===== config.mk =====
export PLATFORM = sky130hd
export DESIGN_NAME = axi4_lite_slave_regs
export DESIGN_NICKNAME = d
export VERILOG_FILES = /design/src/rtl/axi4_lite_pkg.sv /design/src/rtl/axi4_lite_addr_decode.sv /design/src/rtl/axi4_lite_slave_regs.sv
export SDC_FILE = /design/constraint.sdc
export NUM_CORES = 1
export LEC_CHECK = 0
export CORE_ASPECT_RATIO = 1.1
export CORE_MARGIN = 5
export CORE_UTILIZATION = 40
export CTS_CLUSTER_DIAMETER = 40
export CTS_CLUSTER_SIZE = 20
export DETAILED_ROUTE_END_ITERATION = 6
export PLACE_DENSITY = 0.68
export SYNTH_ARGS = -nofsm -noshare
export SYNTH_HDL_FRONTEND = slang
export SYNTH_SLANG_ARGS = --single-unit

===== constraint.sdc =====
create_clock -name clk_i -period 3.2 [get_ports clk_i]
set_clock_uncertainty 0.1 [all_clocks]
set_input_delay 0.64 -clock clk_i [delete_from_list [all_inputs] [get_ports clk_i]]
set_output_delay 0.64 -clock clk_i [all_outputs]
set_load 0.02 [all_outputs]

===== src/rtl/axi4_lite_pkg.sv =====
// Shared types for the AXI4-Lite register slave: response codes, the
// write/read handshake state encodings, the default ID word and a helper
// that expands byte strobes into a bit mask.
package axi4_lite_pkg;

  typedef enum logic [1:0] {
    OKAY   = 2'b00,
    SLVERR = 2'b10
  } resp_e;

  typedef enum logic [1:0] {
    W_IDLE,
    W_WAIT_W,
    W_WAIT_AW,
    W_RESP
  } w_state_e;

  typedef enum logic {
    R_IDLE,
    R_RESP
  } r_state_e;

  localparam logic [31:0] DEFAULT_ID_VALUE = 32'hA11E_0001;

  // Each strobe bit covers one byte lane of the 32-bit word.
  function automatic logic [31:0] strb_to_mask(input logic [3:0] strb);
    logic [31:0] mask;
    for (int i = 0; i < 4; i++) begin
      mask[8*i +: 8] = {8{strb[i]}};
    end
    return mask;
  endfunction

endpackage


===== src/rtl/axi4_lite_addr_decode.sv =====
// Byte address to register index decoder.
// err_o flags a misaligned address or one that lies past the last register.
module axi4_lite_addr_decode #(
  parameter int unsigned NUM_REGS = 8,
  parameter int unsigned IDX_W    = 3
) (
  input  logic [31:0]      addr_i,
  output logic [IDX_W-1:0] idx_o,
  output logic             err_o
);

  assign idx_o = addr_i[IDX_W+1:2];
  assign err_o = (addr_i[1:0] != 2'b00) || ({2'b00, addr_i[31:2]} >= NUM_REGS);

endmodule


===== src/rtl/axi4_lite_slave_regs.sv =====
// AXI4-Lite slave exposing NUM_REGS 32-bit registers; the last one is a
// read-only ID word. Write and read channels run independent FSMs with one
// outstanding transaction each.
// Optional feature: define AXI4_LITE_SLV_WSTRB_EN to honour wstrb byte lanes;
// without it every accepted write replaces the full word.
module axi4_lite_slave_regs
  import axi4_lite_pkg::*;
#(
  parameter int unsigned NUM_REGS = 8,
  parameter logic [31:0] ID_VALUE = DEFAULT_ID_VALUE
) (
  input  logic                     clk_i,
  input  logic                     rst_i,
  input  logic                     awvalid_i,
  output logic                     awready_o,
  input  logic [31:0]              awaddr_i,
  input  logic                     wvalid_i,
  output logic                     wready_o,
  input  logic [31:0]              wdata_i,
  input  logic [3:0]               wstrb_i,
  output logic                     bvalid_o,
  input  logic                     bready_i,
  output logic [1:0]               bresp_o,
  input  logic                     arvalid_i,
  output logic                     arready_o,
  input  logic [31:0]              araddr_i,
  output logic                     rvalid_o,
  input  logic                     rready_i,
  output logic [31:0]              rdata_o,
  output logic [1:0]               rresp_o,
  output logic [NUM_REGS*32-1:0]   regs_o
);

  localparam int unsigned IDX_W   = (NUM_REGS > 1) ? $clog2(NUM_REGS) : 1;
  localparam int unsigned STORE_N = NUM_REGS - 1;

  w_state_e         wrState_q, wrState_d;
  logic [31:0]      awaddrHeld_q, awaddrHeld_d;
  logic [31:0]      wdataHeld_q, wdataHeld_d;
  logic [3:0]       wstrbHeld_q, wstrbHeld_d;
  resp_e            bresp_q, bresp_d;
  logic [31:0]      store_q [STORE_N];
  logic [31:0]      store_d [STORE_N];

  r_state_e         rdState_q, rdState_d;
  logic [31:0]      rdata_q, rdata_d;
  resp_e            rresp_q, rresp_d;

  logic             awHs, wHs, arHs;
  logic [31:0]      wrAddr, wrData, wrMask;
  logic [3:0]       wrStrb;
  logic [IDX_W-1:0] wrIdx, rdIdx;
  logic             wrErr, rdErr, wrReject, wrCommit;
  logic [31:0]      regFile [NUM_REGS];
  logic [31:0]      rdSel;

  // Ready lines are forced low while reset is held so nothing is accepted.
  assign awready_o = !rst_i && ((wrState_q == W_IDLE) || (wrState_q == W_WAIT_AW));
  assign wready_o  = !rst_i && ((wrState_q == W_IDLE) || (wrState_q == W_WAIT_W));
  assign arready_o = !rst_i && (rdState_q == R_IDLE);

  assign awHs = awvalid_i && awready_o;
  assign wHs  = wvalid_i && wready_o;
  assign arHs = arvalid_i && arready_o;

  // Whichever half of the write arrived first was parked in a holding register.
  assign wrAddr = (wrState_q == W_WAIT_W)  ? awaddrHeld_q : awaddr_i;
  assign wrData = (wrState_q == W_WAIT_AW) ? wdataHeld_q  : wdata_i;
  assign wrStrb = (wrState_q == W_WAIT_AW) ? wstrbHeld_q  : wstrb_i;

`ifdef AXI4_LITE_SLV_WSTRB_EN
  assign wrMask = strb_to_mask(wrStrb);
`else
  // Strobes are overridden so every write covers the full word.
  assign wrMask = strb_to_mask(wrStrb | 4'hF);
`endif

  axi4_lite_addr_decode #(.NUM_REGS(NUM_REGS), .IDX_W(IDX_W)) u_wr_decode (
    .addr_i (wrAddr),
    .idx_o  (wrIdx),
    .err_o  (wrErr)
  );

  axi4_lite_addr_decode #(.NUM_REGS(NUM_REGS), .IDX_W(IDX_W)) u_rd_decode (
    .addr_i (araddr_i),
    .idx_o  (rdIdx),
    .err_o  (rdErr)
  );

  assign wrReject = wrErr || (wrIdx == IDX_W'(NUM_REGS - 1));

  // Write FSM: pair up AW and W in either order, commit, then hold the response.
  always_comb begin
    wrState_d    = wrState_q;
    awaddrHeld_d = awaddrHeld_q;
    wdataHeld_d  = wdataHeld_q;
    wstrbHeld_d  = wstrbHeld_q;
    bresp_d      = bresp_q;
    wrCommit     = 1'b0;
    case (wrState_q)
      W_IDLE: begin
        if (awHs && wHs) begin
          wrCommit  = 1'b1;
          wrState_d = W_RESP;
        end else if (awHs) begin
          awaddrHeld_d = awaddr_i;
          wrState_d    = W_WAIT_W;
        end else if (wHs) begin
          wdataHeld_d = wdata_i;
          wstrbHeld_d = wstrb_i;
          wrState_d   = W_WAIT_AW;
        end
      end
      W_WAIT_W: begin
        if (wHs) begin
          wrCommit  = 1'b1;
          wrState_d = W_RESP;
        end
      end
      W_WAIT_AW: begin
        if (awHs) begin
          wrCommit  = 1'b1;
          wrState_d = W_RESP;
        end
      end
      W_RESP: begin
        if (bready_i) begin
          wrState_d = W_IDLE;
        end
      end
      default: wrState_d = W_IDLE;
    endcase
    if (wrCommit) begin
      bresp_d = wrReject ? SLVERR : OKAY;
    end
  end

  // Register file next state: masked merge into the addressed writable register.
  always_comb begin
    for (int i = 0; i < int'(STORE_N); i++) begin
      store_d[i] = store_q[i];
      if (wrCommit && !wrReject && (wrIdx == IDX_W'(i))) begin
        store_d[i] = (store_q[i] & ~wrMask) | (wrData & wrMask);
      end
    end
  end

  // Full register view with the constant ID word in the top slot.
  always_comb begin
    for (int i = 0; i < int'(NUM_REGS); i++) begin
      regFile[i] = (i == int'(NUM_REGS) - 1) ? ID_VALUE : store_q[i];
    end
  end

  // Read data multiplexer over the register view.
  always_comb begin
    rdSel = 32'h0;
    for (int i = 0; i < int'(NUM_REGS); i++) begin
      if (rdIdx == IDX_W'(i)) begin
        rdSel = regFile[i];
      end
    end
  end

  // Read FSM: capture data on address handshake, hold it until rready.
  always_comb begin
    rdState_d = rdState_q;
    rdata_d   = rdata_q;
    rresp_d   = rresp_q;
    case (rdState_q)
      R_IDLE: begin
        if (arHs) begin
          rdState_d = R_RESP;
          rdata_d   = rdErr ? 32'h0 : rdSel;
          rresp_d   = rdErr ? SLVERR : OKAY;
        end
      end
      R_RESP: begin
        if (rready_i) begin
          rdState_d = R_IDLE;
        end
      end
      default: rdState_d = R_IDLE;
    endcase
  end

  // State and storage registers with synchronous reset.
  always_ff @(posedge clk_i) begin
    if (rst_i) begin
      wrState_q    <= W_IDLE;
      awaddrHeld_q <= 32'h0;
      wdataHeld_q  <= 32'h0;
      wstrbHeld_q  <= 4'h0;
      bresp_q      <= OKAY;
      rdState_q    <= R_IDLE;
      rdata_q      <= 32'h0;
      rresp_q      <= OKAY;
      for (int i = 0; i < int'(STORE_N); i++) begin
        store_q[i] <= 32'h0;
      end
    end else begin
      wrState_q    <= wrState_d;
      awaddrHeld_q <= awaddrHeld_d;
      wdataHeld_q  <= wdataHeld_d;
      wstrbHeld_q  <= wstrbHeld_d;
      bresp_q      <= bresp_d;
      rdState_q    <= rdState_d;
      rdata_q      <= rdata_d;
      rresp_q      <= rresp_d;
      for (int i = 0; i < int'(STORE_N); i++) begin
        store_q[i] <= store_d[i];
      end
    end
  end

  assign bvalid_o = (wrState_q == W_RESP);
  assign bresp_o  = bresp_q;
  assign rvalid_o = (rdState_q == R_RESP);
  assign rdata_o  = rdata_q;
  assign rresp_o  = rresp_q;

  for (genvar g = 0; g < int'(NUM_REGS); g++) begin : g_regs_out
    assign regs_o[g*32 +: 32] = regFile[g];
  end

endmodule


# ---- Word-level counts from Yosys, hierarchy flattened
# Memory sizes are Yosys's and may differ from the RTL's.
# Cells that the tools add are included.
dict set report op_classes {
  order_cmp 2
  n_eq_ne 21
  n_mux 44
  n_bitwise 10
  reduce_logical 31
}
# cell count
set op_table {}
lappend op_table {{2-to-1 mux 32 bit} 25}
lappend op_table {{greater-or-equal comparator 30 x 4 -> 1 bit (second input constant)} 2}
lappend op_table {{== test 3 bit (second input constant)} 8}
lappend op_table {{2-to-1 mux 2 bit} 8}
lappend op_table {{logical AND 1 bit} 15}
lappend op_table {{== test 3 x 2 -> 1 bit (second input constant)} 4}
lappend op_table {{2-to-1 mux 1 bit} 8}
lappend op_table {{case mux 2 bit (4 select lines)} 1}
lappend op_table {{AND reduction 4 bit} 2}
lappend op_table {{bitwise OR 1 bit} 7}
lappend op_table {{== test 3 x 1 -> 1 bit (second input constant)} 2}
lappend op_table {{zero test 3 bit} 2}
lappend op_table {{logical OR 1 bit} 5}
lappend op_table {{== test 2 bit (second input constant)} 2}
lappend op_table {{inequality test 2 bit (second input constant)} 2}
lappend op_table {{inequality test 4 x 3 -> 1 bit (second input constant)} 1}
lappend op_table {{nonzero test 2 bit} 2}
lappend op_table {{NOT 1 bit} 3}
lappend op_table {{case mux 1 bit (3 select lines)} 1}
lappend op_table {{AND reduction 3 bit} 1}
lappend op_table {{== test 2 x 1 -> 1 bit (second input constant)} 1}
lappend op_table {{zero test 1 bit} 2}
lappend op_table {{zero test 2 bit} 1}
lappend op_table {{inequality test 2 x 1 -> 1 bit (second input constant)} 1}
lappend op_table {{other kinds (2)} 2}
dict set report totals {
  register_bits 103
  ramBits 224
  in_bits 107
  output_inout_bits 297
  elab_cells 116
  memories 1
}
# name depth word_bits rd rd_clocked_by_memory_dff write_ports line
set memory_table {}
lappend memory_table {store_q 7 32 7 0 7 axi4_lite_slave_regs.sv:42} ;# logic [31:0] store_q [STORE_N];

# ---- Logic depth before layout (Yosys ltp)
# Gate-level depths: netlist of run 1.
dict set report logic_depth {
  depth_word 11
  ltp_mapped 10
  mapped_depth_nobuf 7
}

# ---- Modules after synthesis
# Synthesis of run 1 repeated with hierarchy kept, for this count alone.
dict set report hier_totals {
  hier_cells 1568
  area_unflattened_um2 15387.3
}
# mod n_inst cells_per_inst area_per_inst_um2 seq_area_each_um2
set by_module_without_submodules {}
lappend by_module_without_submodules {axi4_lite_slave_regs 1 1542 15204.6 6506.2}
lappend by_module_without_submodules {axi4_lite_addr_decode 2 13 91.3 0.0}

# ---- Worst setup path after synthesis of run 1
# No wires, ideal clock.
dict set report synth_path {
  path_kind {in2out}
  startpoint {in rst_i}
  endpoint {out awready_o}
  t_arrival_ns 2.007
  required_time_ns 2.460
  slack_ns 0.453
  cell_stages 6
  path_buffers 5
  cell_sequence {buf_2 clkbuf_1 clkbuf_1 clkbuf_1 clkbuf_1 nor2_1}
}
dict set report synth_via {
  elab_chain_len 2
}
# item line
set synth_lines {}
lappend synth_lines {{start: declaration} axi4_lite_slave_regs.sv:13} ;# input logic rst_i,
lappend synth_lines {{zero test 1 bit} axi4_lite_slave_regs.sv:58} ;# assign awready_o = !rst_i && ((wrState_q == W_IDLE) || (wrState_q == W_WAIT_AW));
lappend synth_lines {{logical AND 1 bit} axi4_lite_slave_regs.sv:58}
lappend synth_lines {{end: declaration} axi4_lite_slave_regs.sv:15} ;# output logic awready_o,
# No other way between the ends.

# ---- Worst setup path in the final report of run 1
dict set report layout_path {
  startpoint {reg wrState_q[0]}
  endpoint {out wready_o}
}
dict set report layout_via {
  elab_chain_len 3
  elab_cells_between_ends 4
  cone_classes {eq/ne (1); reduce/logical (3)}
}
# item line
set layout_lines {}
lappend layout_lines {{start: declaration} axi4_lite_slave_regs.sv:37} ;# w_state_e wrState_q, wrState_d;
lappend layout_lines {{start signal: assignment} axi4_lite_slave_regs.sv:202} ;# wrState_q <= wrState_d;
lappend layout_lines {{== test 2 x 1 -> 1 bit / zero test 2 bit (equally long branches)} axi4_lite_slave_regs.sv:59} ;# assign wready_o = !rst_i && ((wrState_q == W_IDLE) || (wrState_q == W_WAIT_W));
lappend layout_lines {{logical OR 1 bit (*)} axi4_lite_slave_regs.sv:59}
lappend layout_lines {{logical AND 1 bit (*)} axi4_lite_slave_regs.sv:59}
lappend layout_lines {{end: declaration} axi4_lite_slave_regs.sv:18} ;# output logic wready_o,
# Every way passes the cells marked *; elsewhere a longest branch is shown, timed or not.

==> results of run 1 <==
==> final cells by class <==
type	count	share of cell area, %
Antenna cell	2	0.02392
Clock buffer	55	6.165
Clock inverter	34	2.051
Inverter	6	0.1076
Multi-Input combinational cell	1094	37.92
Sequential cell	325	31.09
Tap cell	500	2.990
Timing Repair Buffer	409	19.65
==> how the worst min path moves through the flow <==
| stage | slack, ns | to | depth (start not counted) | startpoint |
|---|---|---|---|---|
| 6_report | 0.35 | wdataHeld_q[15] | 2 | wdataHeld_q[15] |
| 5_1_grt | 0.37 | wdataHeld_q[25] | 2 | wdataHeld_q[25] |
| 4_1_cts | 0.35 | awaddrHeld_q[23] | 2 | awaddrHeld_q[23] |
| 3_5_place_dp | 0.34 | awaddrHeld_q[23] | 2 | awaddrHeld_q[23] |
| 3_3_place_gp | 0.34 | awaddrHeld_q[30] | 2 | awaddrHeld_q[30] |
| 2_1_floorplan | 0.33 | awaddrHeld_q[23] | 2 | awaddrHeld_q[23] |
==> worst max-delay path, cell delays in order, from the launching register on <==
cell	delay, ns
dfxtp_1	0.33
inv_1	0.11
ha_1	0.32
nor2_1	0.08
nor2_1	0.09
clkdlybuf4s50_1	0.61
==> metrics by stage <==
step	cell area [um2]	hold slack [ns]	worst slack, ns	util, %	cells
2_1_floorplan	15370	0.3311	0.4526	-	1609
5_1_grt	20920	0.3708	0.2414	55.18	2423
6_report	20930	0.3509	0.3710	55.19	2425
4_1_cts	20920	0.3508	0.3597	55.18	2423
3_5_place_dp	19200	0.3431	0.009987	50.65	2334
3_3_place_gp	19200	0.3379	0.07603	50.65	2334
==> cell families after synthesis <==
family / count (synthesis) / share of synthesized area [%]
other: 2 / 0.04926
adders and majority gates: 4 / 0.3283
AOI/OAI and AO/OA: 269 / 12.42
buffers and inverters: 190 / 6.771
and+or+nand+nor: 491 / 17.65
muxes: 296 / 20.11
DFF: 325 / 42.68
==> sequential cells by signal, summed over array words and instances, names as in the netlist <==
register	count
rdata_o	32
wrState_q	2
awaddrHeld_q	32
bresp_o	1
rresp_o	1
wdataHeld_q	32
store_q	224
rvalid_o	1
==> cells in the final DEF, fill, tap and decap left out, types with 7 or more instances in the layout <==
master	instances
a21o_1	9
o21a_1	18
nor2_1	26
nor4_1	14
clkinvlp_4	8
nand4_4	7
a22o_1	24
conb_1	34
dfxtp_1	325
o21ai_0	25
a211o_1	8
o21bai_1	8
o2bb2ai_1	8
clkbuf_16	50
nand2_1	150
a221oi_1	11
clkdlybuf4s50_1	361
a21oi_1	82
nor3_1	8
nand2b_1	226
buf_12	11
mux2i_1	270
bufinv_16	7
o221ai_1	18
a22oi_1	38
mux2_2	19
or2_2	32
a222oi_1	9
buf_4	34
==> metal layers <==
metal	vias to the layer above	track usage, %	share of wire [%]
li1	6059	-	-
met1	6224	29.83	41
met2	490	38.03	46
met3	96	7.110	8.8
met4	2	9.288	3.9
met5	-	0	0.013
==> report_power, final <==
part / total (W) / leakage [nW] / internal, W / switching [W]
clock: 0.00554 / 0.819 / 0.00350 / 0.00204
combinational: 0.00135 / 5.43 / 0.000529 / 0.000820
sequential: 0.00415 / 2.62 / 0.00411 / 0.0000390
==> metrics.yaml, run 1 <==
outcome: "finished clean"
fmax_mhz: 353.5
syn_avg_cell_area_um2: 9.668
first_pass_iters: 6
die_area_um2: 42120
endpoint_kind: "output port"
maxSlewHeadroom_pct: 22.45
reg2reg_depth: 8
finalSetupTns_ns: 0
yosys_warnings: 0
synth_top_area_cell: "dfxtp_1"
clockRootBuffer: "clkbuf_16"
setup_viol: 0
finalCritPeriodShare_pct: 88.41
cp.required_ns: 2.46
clockBufferDepth: 3
yosysUniqueCellTypes: 51
report.final.slew_viol_count: 0
rows: 75
hold_buffers: 0
async_reset_ff_share_pct: 0
worst_pin_slew_ns: 1.157
initial_core_util_pct: 40.21
post_drt_wl_per_cell_um: 21.60
grt_usage_pct: 23.64
cts_tree: "yes"
layout_min_cycle_time_ns: 2.829
drtIter0Drc: 665
yosys_register_bits: 325
drc_errors: 0
finalPower_w: 0.01104
antenna_found_initial: 1
grt_max_degree: 215
clkLatencyLatePin_ns: 0.55
area_growth_pct: 37.25
coreArea_um2: 37910
numPortBuffers: 365
fillerInstances: 3311
cp.arrival_ns: 2.09
seqCellArea_um2: 6506
yosysMostFrequentCell: "dfxtp_1"
ir_worst_vdd_mv: 0.4750
htree_levels: 2
r2r-end: "store_q[2][8]"
p_leak_nw: 8.869
ctsResizeCount: 0
multi_input_area_um2: 7934
viasPerCell: 5.308
cts_made_buffers: 48
drt_wl_total_um: 52380
seq_area_frac_synth_pct: 42.68
synth_top_area_share_pct: 42.68
cap_violations: 0
crit_type: "reg2out"
grt_pass1_wl_um: 78070
grt_pass1_vias: 12770
crit_path_end: "wready_o"
syn_inst: 1577
rsz0062_at_grt: "no"
hold_violations: 0
num_vias: 12870
r2r_slack_ns: 0.41
cts_sinks: 325
crit_path_max_fanout: 8
crit_start: "wrState_q[0]"
die_y_um: 214.8
synthTopCellsByArea: "dfxtp_1 43%, mux2i_1 18%, nand2b_1 9.3%"
synth_edf_count: 0
netlist_area_um2: 15250
gp_congestion: 0.8805
nNetsFinal: 1995
synthFlopType: "dfxtp_1"
cts_setup_buffers: 0
min_path_type: "reg2reg"
hpwl_um: 36130
die_w_um: 196.1
layout-drive-gt1-share_pct: 11.02
start_kind: "register"
grt_overflow: 0
r2r-start: "wrState_q[0]"
synthTopCellsByCount: "325 x dfxtp_1, 270 x mux2i_1, 226 x nand2b_1, 150 x nand2_1, 104 x clkbuf_1"
io-pin-count: 404
ant_nets: 0
power_density_nw_per_um2: 527.7
clk_pin_slew_ns: 0.05
Power figures use the tool's default switching activity.
==> run 2, diff against run 1 <==
--- a/config.mk
+++ b/config.mk
@@ -11,7 +11,7 @@
 export CTS_CLUSTER_DIAMETER = 40
 export CTS_CLUSTER_SIZE = 20
 export DETAILED_ROUTE_END_ITERATION = 6
-export PLACE_DENSITY = 0.68
+export PLACE_DENSITY = 0.71
 export SYNTH_ARGS = -nofsm -noshare
 export SYNTH_HDL_FRONTEND = slang
 export SYNTH_SLANG_ARGS = --single-unit
==> constraint.sdc (replaced) <==
create_clock -name clk_i -period 2.6 [get_ports clk_i]
set_clock_uncertainty 0.1 [all_clocks]
set_input_delay 0.52 -clock clk_i [delete_from_list [all_inputs] [get_ports clk_i]]
set_output_delay 0.52 -clock clk_i [all_outputs]
set_load 0.02 [all_outputs]
==> run 2 against run 1 <==
  * Critical path depth fell by 3
  * Utilization rose by 0.55 points
  * Cell area rose by 0.99%
  * First-iteration DRC count rose by 41%
  * Sequential share of layout area fell by 0.31 points
  * Clock power rose by 12%
  * Register-to-register slack got worse by 0.17 ns
  * Flip-flop and latch count did not move
  * Global-route usage fell by 0.14 points
  * Sequential power rose by 23%
  * Critical path type unchanged
  * Clock-buffer cell count fell by 1
  * Largest cell class unchanged
  * Highest routed layer unchanged
==> metrics.yaml, run 2 (synthesis gave the netlist of run 1 again) <==
outcome: "finished clean"
grt_max_degree: 202
nNetsFinal: 2022
holdWs_ns: 0.3527
finalCritPeriodShare_pct: 95.67
layout-drive-gt1-share_pct: 12.24
io-pin-count: 404
grt_overflow: 0
maxSlewHeadroom_pct: 26.42
grt_usage_pct: 23.50
largest_register_ffs: 224
drtIter0Drc: 936
crit_chain: "ha_1 > clkdlybuf4s50_1"
ant_nets: 0
cp.required_ns: 1.98
cts_made_buffers: 46
drt_wl_total_um: 52120
final_common_cell: "clkdlybuf4s50_1"
ir_worst_vdd_mv: 0.5123
cts_sinks: 325
worst_pin_slew_ns: 1.101
hpwl_um: 37210
die_area_um2: 42120
cp_slowest_cell: "clkdlybuf4s50_1"
numPortBuffers: 365
rows: 75
setup_viol: 0
endpoint_kind: "output port"
grt_pass1_wl_um: 78090
coreArea_um2: 37910
cts_setup_buffers: 0
initial_core_util_pct: 40.21
grt_pass1_vias: 12900
post_drt_wl_per_cell_um: 21.31
layout_min_cycle_time_ns: 2.487
hold_violations: 0
gp_congestion: 0.8826
slowest_delay_ns: 0.64
n_antenna_cell: 0
htree_levels: 2
power_density_nw_per_um2: 618.9
report.final.slew_viol_count: 0
clockBufferDepth: 3
largest_register: "store_q"
start_kind: "register"
antenna_found_initial: 3
crit_type: "reg2out"
cp.arrival_ns: 1.87
cap_violations: 0
fmax_mhz: 402.0
clk_pin_slew_ns: 0.05
num_vias: 12930
min_path_type: "reg2reg"
clockRootBuffer: "clkbuf_16"
drc_errors: 0
die_y_um: 214.8
crit_path_max_fanout: 4
die_w_um: 196.1
rsz0062_at_grt: "no"
viasPerCell: 5.289
post-route-util_pct: 55.74
area_growth_pct: 38.61
clkLatencyLatePin_ns: 0.55
first_pass_iters: 7
cts_tree: "yes"
mostFrequentLayoutCells: "359 x clkdlybuf4s50_1, 325 x dfxtp_1, 270 x mux2i_1, 226 x nand2b_1, 150 x nand2_1"
p_leak_nw: 8.985
[run 2: cell types whose count changed in the layout (fill, tap and decap cells not counted), moves of 3 or more]
cell,previous run,this run
buf_4,34,50
clkbuf_8,3,7
bufinv_16,7,3
clkbuf_16,50,47
buf_12,11,24
[run 2: power breakdown]
group	leakage, nW	switching, W	internal (W)
logic	5.63	0.00102	0.000745
registers	2.62	0.0000450	0.00506
clock network	0.737	0.00241	0.00380
[run 2: area by class of cell]
type	instances	area, um2
Inverter	6	22.52
Clock buffer	54	1262
Sequential cell	325	6506
Tap cell	500	625.6
Clock inverter	28	276.5
Timing Repair Buffer	438	4491
Fill cell	3297	16780
Multi-Input combinational cell	1094	7949
[run 2: per-layer routing]
metal | vias to the layer above | global-route usage (%) | share of wire, % | routed length [um]
met5 | - | 0 | 0.052 | 27
met4 | 4 | 9.218 | 4.0 | 2065
met3 | 106 | 6.280 | 8.1 | 4243
met2 | 515 | 38.23 | 47 | 24330
met1 | 6204 | 29.80 | 41 | 21450
li1 | 6103 | - | - | -
[run 2: metrics by stage]
stage          setup slack, ns  instances  total power, W  area [um2]  setup TNS, ns
4_1_cts                0.06824       2445         0.01319       21130              0
2_1_floorplan          0.09262       1609        0.006309       15370              0
3_3_place_gp           -0.2217       2363        0.006925       19580         -38.95
6_report                0.1126       2445         0.01308       21130              0
3_5_place_dp           -0.2440       2363        0.006963       19580         -42.91
5_1_grt                0.04680       2445         0.01356       21130              0
[run 2: timing repair]
action / 4_1_cts / 5_1_grt
endpoints found under the setup margin: 2 / 0
gates resized for setup: 5 / 0
hold buffers: 0 / 0
[run 2: final timing paths]
kind / startpoint / end / slack [ns] / cells past startpoint
setup reg to reg: wrState_q[1] / store_q[6][23] / 0.24 / 10
hold reg to reg: wdataHeld_q[20] / wdataHeld_q[20] / 0.35 / 2
setup / recovery: wrState_q[0] / bvalid_o / 0.11 / 2
hold / removal: wdataHeld_q[20] / wdataHeld_q[20] / 0.35 / 2
[run 2: worst max-delay path, delay by kind of cell (launching register included)]
family	cells	cell delay, ns
fa+ha+maj	1	0.28
flops	1	0.40
buf+inv	1	0.64
==> run 3, diff against run 2 <==
--- a/config.mk
+++ b/config.mk
@@ -5,6 +5,8 @@
 export SDC_FILE = /design/constraint.sdc
 export NUM_CORES = 1
 export LEC_CHECK = 0
+export ABC_CLOCK_PERIOD_IN_PS = 2600
+export CAP_MARGIN = 20
 export CORE_ASPECT_RATIO = 1.1
 export CORE_MARGIN = 5
 export CORE_UTILIZATION = 40
==> run 3 against run 2 <==
  * Utilization is essentially flat
  * Combinational power is essentially flat
  * Global-route usage is the same
  * Die area is the same
  * Clock power is essentially flat
  * Via count grew 0.19%
  * First-iteration DRC count shrank 13%
  * Register-to-register slack is essentially flat
  * Flip-flop and latch count is the same
  * Power is essentially flat
  * Sequential share of layout area is essentially flat
  * Largest cell class unchanged
==> metrics.yaml, run 3 (synthesis gave the netlist of run 1 again) <==
outcome: "finished clean"
initial_core_util_pct: 40.21
clk_pin_slew_ns: 0.05
endpoint_kind: "output port"
path_depth: 2
numPortBuffers: 365
grt_usage_pct: 23.50
slowest_delay_ns: 0.64
largest_register_ffs: 224
drt_wl_total_um: 52250
clockBufferDepth: 3
io-pin-count: 404
cp_slowest_cell: "clkdlybuf4s50_1"
cp.arrival_ns: 1.87
finalCritPeriodShare_pct: 95.68
reg2reg_depth: 10
mostFrequentLayoutCells: "359 x clkdlybuf4s50_1, 325 x dfxtp_1, 270 x mux2i_1, 226 x nand2b_1, 150 x nand2_1"
gp_congestion: 0.8826
antenna_found_initial: 3
hpwl_um: 37210
worstHoldStart: "wdataHeld_q[24]"
nNetsFinal: 2023
hold_depth: 2
crit_path_max_fanout: 4
rows: 75
crit_start: "wrState_q[0]"
drtIter0Drc: 816
hold_buffers: 0
die_y_um: 214.8
crit_type: "reg2out"
crit_chain: "ha_1 > clkdlybuf4s50_1"
largest_register: "store_q"
clockRootBuffer: "clkbuf_16"
cp_top_family: "buffers and inverters"
layout_min_cycle_time_ns: 2.488
ant_nets: 0
cts_made_buffers: 46
grt_pass1_wl_um: 78090
rsz0062_at_grt: "no"
r2r_slack_ns: 0.25
layout-drive-gt1-share_pct: 12.28
die_w_um: 196.1
num_vias: 12960
r2r-end: "store_q[6][23]"
worst_pin_slew_ns: 1.120
p_leak_nw: 8.992
critPathBufInv: 1
coreArea_um2: 37910
fillerInstances: 3297
final_common_cell: "clkdlybuf4s50_1"
grt_pass1_vias: 12900
fmax_mhz: 402.0
pre_cts_ws_ns: -0.2440
hold_violations: 0
n_antenna_cell: 0
maxSlewHeadroom_pct: 25.19
setup_viol: 0
cts_tree: "yes"
grt_overflow: 0
cap_violations: 0
finalPower_w: 0.01308
worst_slack_ns: 0.1122
r2r-start: "wrState_q[1]"
grt_max_degree: 202
area_growth_pct: 38.69
start_kind: "register"
die_area_um2: 42120
htree_levels: 2
viasPerCell: 5.297
ir_worst_vdd_mv: 0.5141
first_pass_iters: 5
power_density_nw_per_um2: 618.8
post_drt_wl_per_cell_um: 21.36
hold_end: "wdataHeld_q[24]"
clkLatencyLatePin_ns: 0.55
drc_errors: 0
cts_sinks: 325
cp.required_ns: 1.98
report.final.slew_viol_count: 0
min_path_type: "reg2reg"
## run 3: changes by cell type in the layout (fill, tap and decap cells not counted)
cell	previous run	this run
buf_6	0	1
## run 3: worst reg2reg max path: cells and delay by family (launching register included)
family,cells,cell delay (ns)
compound gates,1,0.33
fa+ha+maj,1,0.20
buf+inv,4,0.62
flops,1,0.32
mux,1,0.16
simple gates,3,0.50
## run 3: layout make-up
cell class	instances	area, um2	share of cell area [%]
tap	500	625.6	2.959
clock inverter	28	276.5	1.308
inverter	6	22.52	0.1065
sequential	325	6506	30.77
clock buffer	54	1262	5.971
multi-input combinational	1094	7949	37.59
timing repair buffer	439	4502	21.29
## run 3: worst max path at each step
stage / end / slack, ns
2_1_floorplan: awready_o / 0.09
3_3_place_gp: rdata_o[24] / -0.22
3_5_place_dp: rdata_o[24] / -0.24
4_1_cts: bvalid_o / 0.07
5_1_grt: bvalid_o / 0.05
6_report: bvalid_o / 0.11
## run 3: routing by layer
| metal | part of all wire, % | track usage [%] | up-vias |
|---|---|---|---|
| li1 | - | - | 6113 |
| met1 | 41 | 29.80 | 6232 |
| met2 | 47 | 38.23 | 509 |
| met3 | 8.1 | 6.280 | 98 |
| met4 | 3.8 | 9.218 | 4 |
| met5 | 0.052 | 0 | - |
## run 3: power breakdown
group          leakage, nW  internal [W]  total [W]  switching, W
Combinational         5.63      0.000747    0.00177       0.00102
Sequential            2.62       0.00506    0.00511     0.0000450
Clock                0.737       0.00380    0.00621       0.00240
Total                 8.99       0.00961     0.0131       0.00347
## run 3: timing repair
action,4_1_cts,5_1_grt
resized for setup,5,0
endpoints found under the setup margin,2,0
setup buffers,0,0
hold endpoints to repair,0,0
## run 3: through the flow
stage / utilization [%] / hold WS, ns / std cells / instance area, um2 / setup TNS (ns)
finish: 55.77 / 0.3530 / 2446 / 21140 / 0
global route: 55.77 / 0.3674 / 2446 / 21140 / 0
CTS: 55.74 / 0.3537 / 2445 / 21130 / 0
detailed placement: 51.65 / 0.3461 / 2363 / 19580 / -42.91
global placement: 51.65 / 0.3377 / 2363 / 19580 / -38.95
floorplan: - / 0.3311 / 1609 / 15370 / 0
